**config.mk**
```make
export PLATFORM = sky130hd
export DESIGN_NAME = norm_frame_ctrl_flat
export DESIGN_NICKNAME = d
export VERILOG_FILES = /design/src/rtl/cnn_pkg.sv /design/src/rtl/norm_frame_ctrl_if.sv /design/src/rtl/norm_out_fifo.sv /design/src/rtl/norm_frame_ctrl.sv /design/src/flat_wrapper.sv
export SDC_FILE = /design/constraint.sdc
export NUM_CORES = 1
export LEC_CHECK = 0
export CAP_MARGIN = 25
export CORE_ASPECT_RATIO = 0.75
export CORE_MARGIN = 5
export CORE_UTILIZATION = 54
export DETAILED_ROUTE_END_ITERATION = 8
export PLACE_DENSITY = 0.86
export SYNTH_ARGS = -nofsm -noshare
export SYNTH_HDL_FRONTEND = slang
export SYNTH_SLANG_ARGS = --single-unit
```
**constraint.sdc**
```tcl
create_clock -name clk -period 3.6 [get_ports clk]
set_clock_uncertainty 0.1 [all_clocks]
set_input_delay 0.72 -clock clk [delete_from_list [all_inputs] [get_ports clk]]
set_output_delay 0.72 -clock clk [all_outputs]
set_load 0.005 [all_outputs]
```
**src/rtl/cnn_pkg.sv**
```systemverilog
// -----------------------------------------------------------------------------
// cnn_pkg
// Shared types and constants for the CNN front-end blocks.
//   PIX_W          : raw source pixel width (unsigned 8-bit)
//   Q88_W          : normalized pixel width (Q8.8 fixed point)
//   frame_state_e  : frame controller FSM states
// -----------------------------------------------------------------------------
package cnn_pkg;

    localparam int PIX_W = 8;
    localparam int Q88_W = 16;

    typedef enum logic [1:0] {
        IDLE,
        RUN,
        DRAIN,
        DONE
    } frame_state_e;

endpackage : cnn_pkg

```
**src/rtl/norm_frame_ctrl_if.sv**
```systemverilog
// -----------------------------------------------------------------------------
// norm_frame_ctrl_if
// Groups the three data paths of the frame controller:
//   rd_*            : source pixel-buffer read port (rd_data valid 1 cycle after rd_en)
//   norm_*          : PixelNormalizer stream (pixel_in/valid_in out, pixel_out/valid_out back)
//   wr_*            : destination feature-buffer write port (completes on wr_en && wr_ready)
// Modports:
//   master : the controller side
//   slave  : the environment side (buffers + normalizer)
// -----------------------------------------------------------------------------
interface norm_frame_ctrl_if #(
    parameter int ADDR_W = 10
);

    logic                       rd_en;
    logic [ADDR_W-1:0]          rd_addr;
    logic [cnn_pkg::PIX_W-1:0]  rd_data;

    logic [cnn_pkg::PIX_W-1:0]  norm_pixel_in;
    logic                       norm_valid_in;
    logic [cnn_pkg::Q88_W-1:0]  norm_pixel_out;
    logic                       norm_valid_out;

    logic                       wr_en;
    logic [ADDR_W-1:0]          wr_addr;
    logic [cnn_pkg::Q88_W-1:0]  wr_data;
    logic                       wr_ready;

    modport master (
        output rd_en, rd_addr, norm_pixel_in, norm_valid_in, wr_en, wr_addr, wr_data,
        input  rd_data, norm_pixel_out, norm_valid_out, wr_ready
    );

    modport slave (
        input  rd_en, rd_addr, norm_pixel_in, norm_valid_in, wr_en, wr_addr, wr_data,
        output rd_data, norm_pixel_out, norm_valid_out, wr_ready
    );

endinterface : norm_frame_ctrl_if

```
**src/rtl/norm_out_fifo.sv**
```systemverilog
// -----------------------------------------------------------------------------
// norm_out_fifo
// Synchronous FIFO buffering normalizer results ahead of the write port.
// Head data is presented combinationally (first-word fall-through).
// Ports:
//   clk, rst        : clock, synchronous active-high reset
//   push, push_data : write side; ignored when full
//   pop             : read side; ignored when empty
//   head            : current head entry
//   full, empty     : status flags
//   count           : number of stored entries (0..DEPTH)
// -----------------------------------------------------------------------------
module norm_out_fifo #(
    parameter int WIDTH = 16,
    parameter int DEPTH = 4
) (
    input  logic                       clk,
    input  logic                       rst,
    input  logic                       push,
    input  logic [WIDTH-1:0]           push_data,
    input  logic                       pop,
    output logic [WIDTH-1:0]           head,
    output logic                       full,
    output logic                       empty,
    output logic [$clog2(DEPTH+1)-1:0] count
);

    localparam int AW = (DEPTH > 1) ? $clog2(DEPTH) : 1;
    localparam int CW = $clog2(DEPTH + 1);

    logic [WIDTH-1:0] mem [DEPTH];
    logic [AW-1:0]    wr_ptr;
    logic [AW-1:0]    rd_ptr;
    logic             do_push;
    logic             do_pop;

    // Pointers wrap explicitly so DEPTH need not be a power of two.
    function automatic logic [AW-1:0] ptr_next(input logic [AW-1:0] p);
        return (p == AW'(DEPTH - 1)) ? '0 : p + AW'(1);
    endfunction

    assign do_push = push && !full;
    assign do_pop  = pop && !empty;

    assign full  = (count == CW'(DEPTH));
    assign empty = (count == '0);
    assign head  = mem[rd_ptr];

    // NOTE: storage is deliberately not reset; the pointers and count define
    // which entries are meaningful, and consumers gate head with empty.
    always_ff @(posedge clk) begin
        if (do_push) begin
            mem[wr_ptr] <= push_data;
        end
    end

    // NOTE: sequential state uses non-blocking assignments so every register
    // samples pre-edge values regardless of statement order.
    always_ff @(posedge clk) begin
        if (rst) begin
            wr_ptr <= '0;
            rd_ptr <= '0;
            count  <= '0;
        end else begin
            if (do_push) wr_ptr <= ptr_next(wr_ptr);
            if (do_pop)  rd_ptr <= ptr_next(rd_ptr);
            case ({do_push, do_pop})
                2'b10:   count <= count + CW'(1);
                2'b01:   count <= count - CW'(1);
                default: count <= count;
            endcase
        end
    end

endmodule : norm_out_fifo

```
**src/rtl/norm_frame_ctrl.sv**
```systemverilog
// -----------------------------------------------------------------------------
// norm_frame_ctrl
// Streams one IMG_W x IMG_H frame from a source pixel buffer through an
// external PixelNormalizer into a destination feature buffer.
// Ports:
//   clk, rst : clock, synchronous active-high reset
//   start    : one-cycle frame request (honoured only in IDLE)
//   busy     : high while the frame is in RUN or DRAIN
//   done     : one-cycle frame-complete pulse
//   err      : sticky; normalizer output arrived while in IDLE or with FIFO full
//   bus      : read / normalizer / write paths (norm_frame_ctrl_if.master)
// Reads are throttled so issued-but-unwritten pixels never exceed FIFO_DEPTH;
// every in-flight normalizer result therefore always has a FIFO slot.
// -----------------------------------------------------------------------------
module norm_frame_ctrl
    import cnn_pkg::*;
#(
    parameter int IMG_W      = 28,
    parameter int IMG_H      = 28,
    parameter int ADDR_W     = 10,
    parameter int NORM_LAT   = 1,
    parameter int FIFO_DEPTH = 4
) (
    input  logic              clk,
    input  logic              rst,
    input  logic              start,
    output logic              busy,
    output logic              done,
    output logic              err,
    norm_frame_ctrl_if.master bus
);

    localparam int N   = IMG_W * IMG_H;
    localparam int CW  = $clog2(N + 1);
    localparam int FCW = $clog2(FIFO_DEPTH + 1);
    localparam logic [CW-1:0] N_C = CW'(N);

    if ((2 ** ADDR_W) < N) begin : g_bad_addr_w
        $error("norm_frame_ctrl: ADDR_W too small for IMG_W*IMG_H");
    end
    if (FIFO_DEPTH < NORM_LAT + 2) begin : g_bad_depth
        $error("norm_frame_ctrl: FIFO_DEPTH must be >= NORM_LAT+2");
    end

    frame_state_e       state;
    frame_state_e       next_state;
    logic [CW-1:0]      issued;
    logic [CW-1:0]      written;
    logic [CW-1:0]      outstanding;
    logic [ADDR_W-1:0]  rd_addr_q;
    logic [ADDR_W-1:0]  wr_addr_q;
    logic               rd_en_c;
    logic               norm_valid_q;

    logic               fifo_push;
    logic               fifo_pop;
    logic [Q88_W-1:0]   fifo_head;
    logic               fifo_full;
    logic               fifo_empty;
    logic [FCW-1:0]     fifo_count;

    assign outstanding = issued - written;

    // ---------------- FSM ----------------
    always_ff @(posedge clk) begin
        if (rst) state <= IDLE;
        else     state <= next_state;
    end

    // NOTE: every output of this block gets a default before the case so no
    // path leaves a variable unassigned, which would infer a latch.
    always_comb begin
        next_state = state;
        rd_en_c    = 1'b0;
        busy       = 1'b0;
        done       = 1'b0;
        case (state)
            IDLE: begin
                if (start) next_state = RUN;
            end
            RUN: begin
                busy    = 1'b1;
                rd_en_c = (issued < N_C) && (32'(outstanding) < FIFO_DEPTH);
                if (rd_en_c && (issued == N_C - CW'(1))) next_state = DRAIN;
            end
            DRAIN: begin
                busy = 1'b1;
                if (written == N_C) next_state = DONE;
            end
            DONE: begin
                done       = 1'b1;
                next_state = IDLE;
            end
            default: next_state = IDLE;
        endcase
    end

    // ---------------- counters, addresses, flags ----------------
    always_ff @(posedge clk) begin
        if (rst) begin
            issued       <= '0;
            written      <= '0;
            rd_addr_q    <= '0;
            wr_addr_q    <= '0;
            norm_valid_q <= 1'b0;
            err          <= 1'b0;
        end else begin
            if (state == IDLE && start) begin
                issued    <= '0;
                written   <= '0;
                rd_addr_q <= '0;
                wr_addr_q <= '0;
            end else begin
                if (rd_en_c) begin
                    issued    <= issued + CW'(1);
                    rd_addr_q <= rd_addr_q + ADDR_W'(1);
                end
                if (fifo_pop) begin
                    written   <= written + CW'(1);
                    wr_addr_q <= wr_addr_q + ADDR_W'(1);
                end
            end
            // The source RAM returns data one cycle after rd_en.
            norm_valid_q <= rd_en_c;
            if (bus.norm_valid_out && (fifo_full || state == IDLE)) begin
                err <= 1'b1;
            end
        end
    end

    // ---------------- output FIFO ----------------
    // Results arriving in IDLE belong to an aborted frame and are discarded.
    assign fifo_push = bus.norm_valid_out && !fifo_full && (state != IDLE);
    assign fifo_pop  = bus.wr_en && bus.wr_ready;

    norm_out_fifo #(
        .WIDTH (Q88_W),
        .DEPTH (FIFO_DEPTH)
    ) u_fifo (
        .clk       (clk),
        .rst       (rst),
        .push      (fifo_push),
        .push_data (bus.norm_pixel_out),
        .pop       (fifo_pop),
        .head      (fifo_head),
        .full      (fifo_full),
        .empty     (fifo_empty),
        .count     (fifo_count)
    );

    // ---------------- bus outputs ----------------
    assign bus.rd_en         = rd_en_c;
    assign bus.rd_addr       = rd_addr_q;
    assign bus.norm_valid_in = norm_valid_q;
    assign bus.norm_pixel_in = norm_valid_q ? bus.rd_data : '0;
    assign bus.wr_en         = !fifo_empty;
    assign bus.wr_data       = fifo_empty ? '0 : fifo_head;
    assign bus.wr_addr       = wr_addr_q;

    // The FIFO only holds results of reads already issued and not yet
    // written, so its fill level can never exceed the outstanding count.
    fifo_bounded: assert property (@(posedge clk) disable iff (rst)
        32'(fifo_count) <= 32'(outstanding));

endmodule : norm_frame_ctrl

```
**src/flat_wrapper.sv**
```systemverilog
// flat-port wrapper written by rule: the top's interface ports become plain ports
module norm_frame_ctrl_flat import cnn_pkg::*;
#(
    parameter int IMG_W      = 28,
    parameter int IMG_H      = 28,
    parameter int ADDR_W     = 10,
    parameter int NORM_LAT   = 1,
    parameter int FIFO_DEPTH = 4
)
  (clk, rst, start, busy, done, err, bus_rd_en, bus_rd_addr, bus_norm_pixel_in, bus_norm_valid_in, bus_wr_en, bus_wr_addr, bus_wr_data, bus_rd_data, bus_norm_pixel_out, bus_norm_valid_out, bus_wr_ready);
  norm_frame_ctrl_if #(.ADDR_W(ADDR_W)) bus_i ();
  input  logic clk;
  input  logic rst;
  input  logic start;
  output logic busy;
  output logic done;
  output logic err;
  output wire logic [$bits(bus_i.rd_en)-1:0] bus_rd_en;
  output wire logic [$bits(bus_i.rd_addr)-1:0] bus_rd_addr;
  output wire logic [$bits(bus_i.norm_pixel_in)-1:0] bus_norm_pixel_in;
  output wire logic [$bits(bus_i.norm_valid_in)-1:0] bus_norm_valid_in;
  output wire logic [$bits(bus_i.wr_en)-1:0] bus_wr_en;
  output wire logic [$bits(bus_i.wr_addr)-1:0] bus_wr_addr;
  output wire logic [$bits(bus_i.wr_data)-1:0] bus_wr_data;
  input wire logic [$bits(bus_i.rd_data)-1:0] bus_rd_data;
  input wire logic [$bits(bus_i.norm_pixel_out)-1:0] bus_norm_pixel_out;
  input wire logic [$bits(bus_i.norm_valid_out)-1:0] bus_norm_valid_out;
  input wire logic [$bits(bus_i.wr_ready)-1:0] bus_wr_ready;
  assign bus_rd_en = bus_i.rd_en;
  assign bus_rd_addr = bus_i.rd_addr;
  assign bus_norm_pixel_in = bus_i.norm_pixel_in;
  assign bus_norm_valid_in = bus_i.norm_valid_in;
  assign bus_wr_en = bus_i.wr_en;
  assign bus_wr_addr = bus_i.wr_addr;
  assign bus_wr_data = bus_i.wr_data;
  assign bus_i.rd_data = bus_rd_data;
  assign bus_i.norm_pixel_out = bus_norm_pixel_out;
  assign bus_i.norm_valid_out = bus_norm_valid_out;
  assign bus_i.wr_ready = bus_wr_ready;
  norm_frame_ctrl #(.IMG_W(IMG_W), .IMG_H(IMG_H), .ADDR_W(ADDR_W), .NORM_LAT(NORM_LAT), .FIFO_DEPTH(FIFO_DEPTH)) u_core (.clk(clk), .rst(rst), .start(start), .busy(busy), .done(done), .err(err), .bus(bus_i));
endmodule
```
== Yosys cells after proc, flatten, opt, wreduce, memory -nomap -nowiden ==
Memories as Yosys holds them, arrays and structs flattened. A register that Yosys moved wholly into a read port is not among the register bits.
Index checks and enable logic that the tools add are counted.
Storage, ports and cells
  output and inout port bits: 50
  input port bits: 29
  memories: 1
  RAM bits: 64
  word-level logic and storage cells: 70
  register bits after elaboration: 51
Memories
  u_core.u_fifo.mem: depth 4, bits a word 16, read ports 1, clocked after memory_dff 1, write ports 1, RTL line norm_out_fifo.sv:31  | logic [WIDTH-1:0] mem [DEPTH];
Cells by class
  reductions and logical operators: 19
  muxes and demuxes: 16
  magnitude comparators: 2
  equality and inequality tests: 13
  add/sub/neg operators: 9
Operator list (count)
  $add 10x1->10 const B: 4
  $eq 10x10->1 const B: 2
  $mux 16: 1
  $mux 2: 7
  $eq 2x2->1 const B: 5
  $lt 10x10->1 const B: 1
  $lt 10x3->1 const B: 1
  $sub 10x10->10: 1
  $logic_and 1x1->1: 9
  $mux 8: 1
  $pmux 2 s4: 1
  $pmux 3 s2: 1
  $mux 1: 5
  $add 2x1->2 const B: 2
  $eq 2x1->1 const B: 2
  $ne 2x1->1 const B: 2
  $reduce_bool 2->1: 2
  $reduce_or 2->1: 2
  $add 3x1->3 const B: 1
  $eq 3x3->1 const B: 1
  $logic_not 3->1: 1
  $reduce_and 3->1: 1
  $sub 3x1->3 const B: 1
  $logic_not 1->1: 2
  other kinds (3): 3

== Longest topological paths before layout ==
  depth in word-level cells: 7
  mapped depth: 11
  depth with buffers taken out: 10

== Modules after synthesis ==
Synthesis repeated with hierarchy kept, for this count alone.
Unflattened totals
  cells, all modules: 480
  area, all modules: 5580.4 sq um
By module, submodules not included
  norm_out_fifo: seq. area each 2102.0 sq um, cells each 138, instances 1, area an instance 2802.7 sq um
  norm_frame_ctrl: seq. area each 880.8 sq um, cells each 342, instances 1, area an instance 2777.7 sq um

== Least setup slack after synthesis ==
OpenSTA, ideal clock, no wires.
  path type: register to output
  start: reg u_core.written[7]
  end: out bus_rd_en
  slack: 0.759 ns
  data required time: 2.780 ns
  buffers on the path: 0
  cell stages (with the launch flop): 8
  data arrival time: 2.021 ns
  path through: dfxtp_1 -> inv_1 -> ha_1 -> or4_1 -> nand4_1 -> and2_1 -> o2111ai_1 -> nor4_2
On the way
  cells in the longest elaborated chain, start to end: 4
RTL lines
  start, declared: RTL line norm_frame_ctrl.sv:48  | logic [CW-1:0] written;
  start signal, assigned: RTL line norm_frame_ctrl.sv:119  | written <= written + CW'(1);
  $sub 10x10->10: RTL line norm_frame_ctrl.sv:62  | assign outstanding = issued - written;
  $lt 10x3->1: RTL line norm_frame_ctrl.sv:83  | rd_en_c = (issued < N_C) && (32'(outstanding) < FIFO_DEPTH);
  $logic_and 1x1->1: RTL line norm_frame_ctrl.sv:83
  $mux 1: RTL line norm_frame_ctrl.sv:77  | case (state)
  end, declared: RTL line flat_wrapper.sv:18  | output wire logic [$bits(bus_i.rd_en)-1:0] bus_rd_en;
Every way passes these cells.

== Worst setup path in the final report ==
  start: reg u_core.written[5]
  end: out bus_rd_en
Same word-level chain as after synthesis.

==> flow_metrics.env <==
export IMPL_status="finished clean"
export IMPL_wl_per_cell_um=17.2
export IMPL_worst_pin_slew_ns=0.871
export IMPL_vias=3951
export IMPL_rsz0062_at_grt="no"
export IMPL_p_comb_share_pct=29.5
export IMPL_critPathMaxFanout=4
export IMPL_ys_top_cells_by_area="edfxtp_1, dfxtp_1, mux4_2"
export IMPL_ff2ff_setup_slack_ns=0.44
export IMPL_synth_edf_count=64
export IMPL_area_growth_pct=27.4
export IMPL_placed_cell_area_mm2=0.00638
export IMPL_drtIter0Drc=312
export IMPL_start_kind="register"
export IMPL_timing_fmax_mhz=290
export IMPL_yosys_warnings=0
export IMPL_synth_top_cell_area_share_pct=35.2
export IMPL_dieArea_mm2=0.0122
export IMPL_grt_pass1_vias=4008
export IMPL_p_sw_uw=1300
export IMPL_crit_type="register to primary output"
export IMPL_crit_end="bus_rd_en"
export IMPL_endpoint_kind="primary output"
export IMPL_drt_antenna_violating_nets=0
export IMPL_dieWidth_um=126
export IMPL_r2r_cells=9
export IMPL_setup_tns_ns=0
export IMPL_num_io_pins=79
export IMPL_p_sw_share_pct=29.3
export IMPL_whs_ns=0.388
export IMPL_clk_pin_slew_ns=0.05
export IMPL_setup_worst_path_start="u_core.written[5]"
export IMPL_hp_class="register to register"
export IMPL_hpwl_um=8080
export IMPL_power_uw=4430
export IMPL_grt_ovfl_total=0
export IMPL_synth_net_count=514
export IMPL_p_int_uw=3130
export IMPL_hold_viol=0
export IMPL_syn_avg_cell_area_um2=11.8
export IMPL_coreArea_mm2=0.00977
export IMPL_yosysTopAreaCell="edfxtp_1"
export IMPL_ctsHoldBuffers=0
export IMPL_powerDensity_mw_per_mm2=637
export IMPL_grt_usage_pct=20.1
export IMPL_p_leak_uw=0.00249
export IMPL_portBuffers=78
export IMPL_setup_ws_ns=0.150
export IMPL_whs_path_depth=2
export IMPL_rows=31
export IMPL_cts_tree="done"
export IMPL_grt_max_degree=35
export IMPL_first_pass_iters=4
export IMPL_insertedDiodeCount=0
export IMPL_worstPathRequired_ns=2.78
export IMPL_cts_sinks=117
export IMPL_htree_levels=4
export IMPL_cts_max_path_buffers=2
export IMPL_ys_seq_elements=117
export IMPL_ys_types=54
export IMPL_critical_path_arrival_ns=2.63
export IMPL_syn_instance_count=461
export IMPL_antenna_found_initial=0
export IMPL_final_area_mm2=0.00695
export IMPL_cap_viol_max_count=0
export IMPL_drive_gt1_share_pct=11.9
export IMPL_synthFlopType="edfxtp_1"
export IMPL_p_clk_share_pct=33.6
export IMPL_timing_rr_start="u_core.written[1]"
export IMPL_syn_area_mm2=0.00546
export IMPL_rr_endpoint="u_core.issued[7]"
export IMPL_fill_cells=681
export IMPL_final_setup_viol_count=0
export IMPL_fin_crit_sh_pct=95.8
export IMPL_vias_per_cell=5.69
export IMPL_seq_area_frac_synth_pct=54.7
export IMPL_min_period_ns=3.45
export IMPL_initial_utilization_pct=55.8
export IMPL_cts_root_buf="clkbuf_16"
export IMPL_finalNetCount=602
export IMPL_dp_slack_ns=0.106
export IMPL_holdCritStartpoint="u_core.written[1]"
export IMPL_maxSlewHeadroom_pct=42.0
export IMPL_gp_congestion=0.860
export IMPL_async_flop_share_pct=0
export IMPL_peakVddDrop_uv=457
export IMPL_drt_wl_total_um=11900
export IMPL_clk_latency_ns=0.40
export IMPL_grt_pass1_wl_um=19800
export IMPL_drv_slew=0
export IMPL_drc=0
export IMPL_cts_made_buffers=17
export IMPL_pwr_share_seq_pct=37.0
export IMPL_die_y_um=97.1
==> kinds of logic (layout without fill, tap and decap cells) <==
group	count (synthesis)	in the layout	share of synthesized area (%)
buffers and inverters	44	145	3.19
flip-flops	117	117	54.7
AO/OA/AOI/OAI	61	61	7.82
AND/OR/NAND/NOR	170	170	17.2
adder cells (fa/ha/maj)	24	24	5.64
XOR/XNOR	25	25	4.01
multiplexers	20	20	7.43
==> state kept, by name (all words and copies together) (netlist names), named ones only <==
name                      count
u_core.bus.wr_addr           10
u_core.state                  2
u_core.err                    1
u_core.u_fifo.rd_ptr          2
u_core.written               10
u_core.bus.norm_valid_in      1
u_core.bus.rd_addr           10
u_core.u_fifo.wr_ptr          2
u_core.u_fifo.mem            64
u_core.u_fifo.count           3
u_core.issued                10
==> layout by cell type, fill, tap and decap left out, types with 10 or more instances in the layout <==
| cell type | count |
|---|---|
| nor2_1 | 30 |
| edfxtp_1 | 64 |
| dfxtp_1 | 53 |
| ha_1 | 21 |
| or4_1 | 10 |
| nand4_1 | 16 |
| xnor2_1 | 11 |
| nand2_1 | 29 |
| and3_1 | 11 |
| mux4_2 | 16 |
| inv_1 | 28 |
| xor2_1 | 14 |
| nand3_1 | 19 |
| a21oi_1 | 21 |
| clkbuf_16 | 17 |
| and2_1 | 26 |
| clkdlybuf4s50_1 | 77 |
==> timing repair <==
action | CTS | global route
setup buffers | 1 | 0
pin swaps | 2 | 3
setup endpoints to repair | 1 | 1
gates resized for setup | 1 | 7
==> cells in the mapped netlist, types with 6 or more instances <==
master	instances
nand4_1	16
dfxtp_1	53
edfxtp_1	64
nand2_1	29
xor2_1	14
o211ai_1	6
ha_1	23
and2_1	26
xnor2_1	11
and3_1	11
clkbuf_1	11
mux4_2	16
inv_1	28
or4_1	10
a21oi_1	21
nor2_1	30
nand3_1	19
==> power by group through the flow <==
stage / Sequential [uW] / Clock [uW] / Combinational, uW
3_5_place_dp: 1660 / 0 / 1310
6_report: 1640 / 1490 / 1300
2_1_floorplan: 1630 / 0 / 796
5_1_grt: 1650 / 1580 / 1430
3_3_place_gp: 1650 / 0 / 1260
4_1_cts: 1630 / 1510 / 1310
==> worst min path at each step <==
stage          slack [ns]                end
6_report             0.39  u_core.written[1]
4_1_cts              0.38  u_core.written[1]
3_3_place_gp         0.36  u_core.written[1]
3_5_place_dp         0.38  u_core.written[1]
5_1_grt              0.44  u_core.written[1]
2_1_floorplan        0.35  u_core.written[1]
==> routing by layer <==
metal / global-route usage, % / wire length, um / vias to the layer above
li1: - / - / 1895
met1: 24.7 / 5070 / 1918
met5: 0 / 0 / -
met4: 7.01 / 155 / 0
met2: 32.7 / 5960 / 124
met3: 7.25 / 728 / 14
==> cell type report <==
| class | instances | area, um2 | share of cell area (%) |
|---|---|---|---|
| clock inverter | 9 | 52.6 | 0.756 |
| sequential | 117 | 2980 | 42.9 |
| multi-input combinational | 300 | 2340 | 33.6 |
| tap | 132 | 165 | 2.38 |
| clock buffer | 23 | 478 | 6.88 |
| inverter | 28 | 105 | 1.51 |
| timing repair buffer | 85 | 828 | 11.9 |
==> metrics by stage <==
| stage | cells | utilization, % |
|---|---|---|
| floorplan | 461 | - |
| finish | 694 | 71.1 |
| detailed placement | 661 | 65.3 |
| CTS | 694 | 70.8 |
| global placement | 661 | 65.3 |
| global route | 694 | 71.1 |
==> worst max-delay path: stages (launching register included) <==
cell and delay, ns:
dfxtp_1 0.34, inv_1 0.08, ha_1 0.25, or4_1 0.57, nand4_1 0.11, and2_1 0.17, o2111ai_2 0.16, nor4_2 0.37
buf_2 0.18
Power figures use the tool's default switching activity.
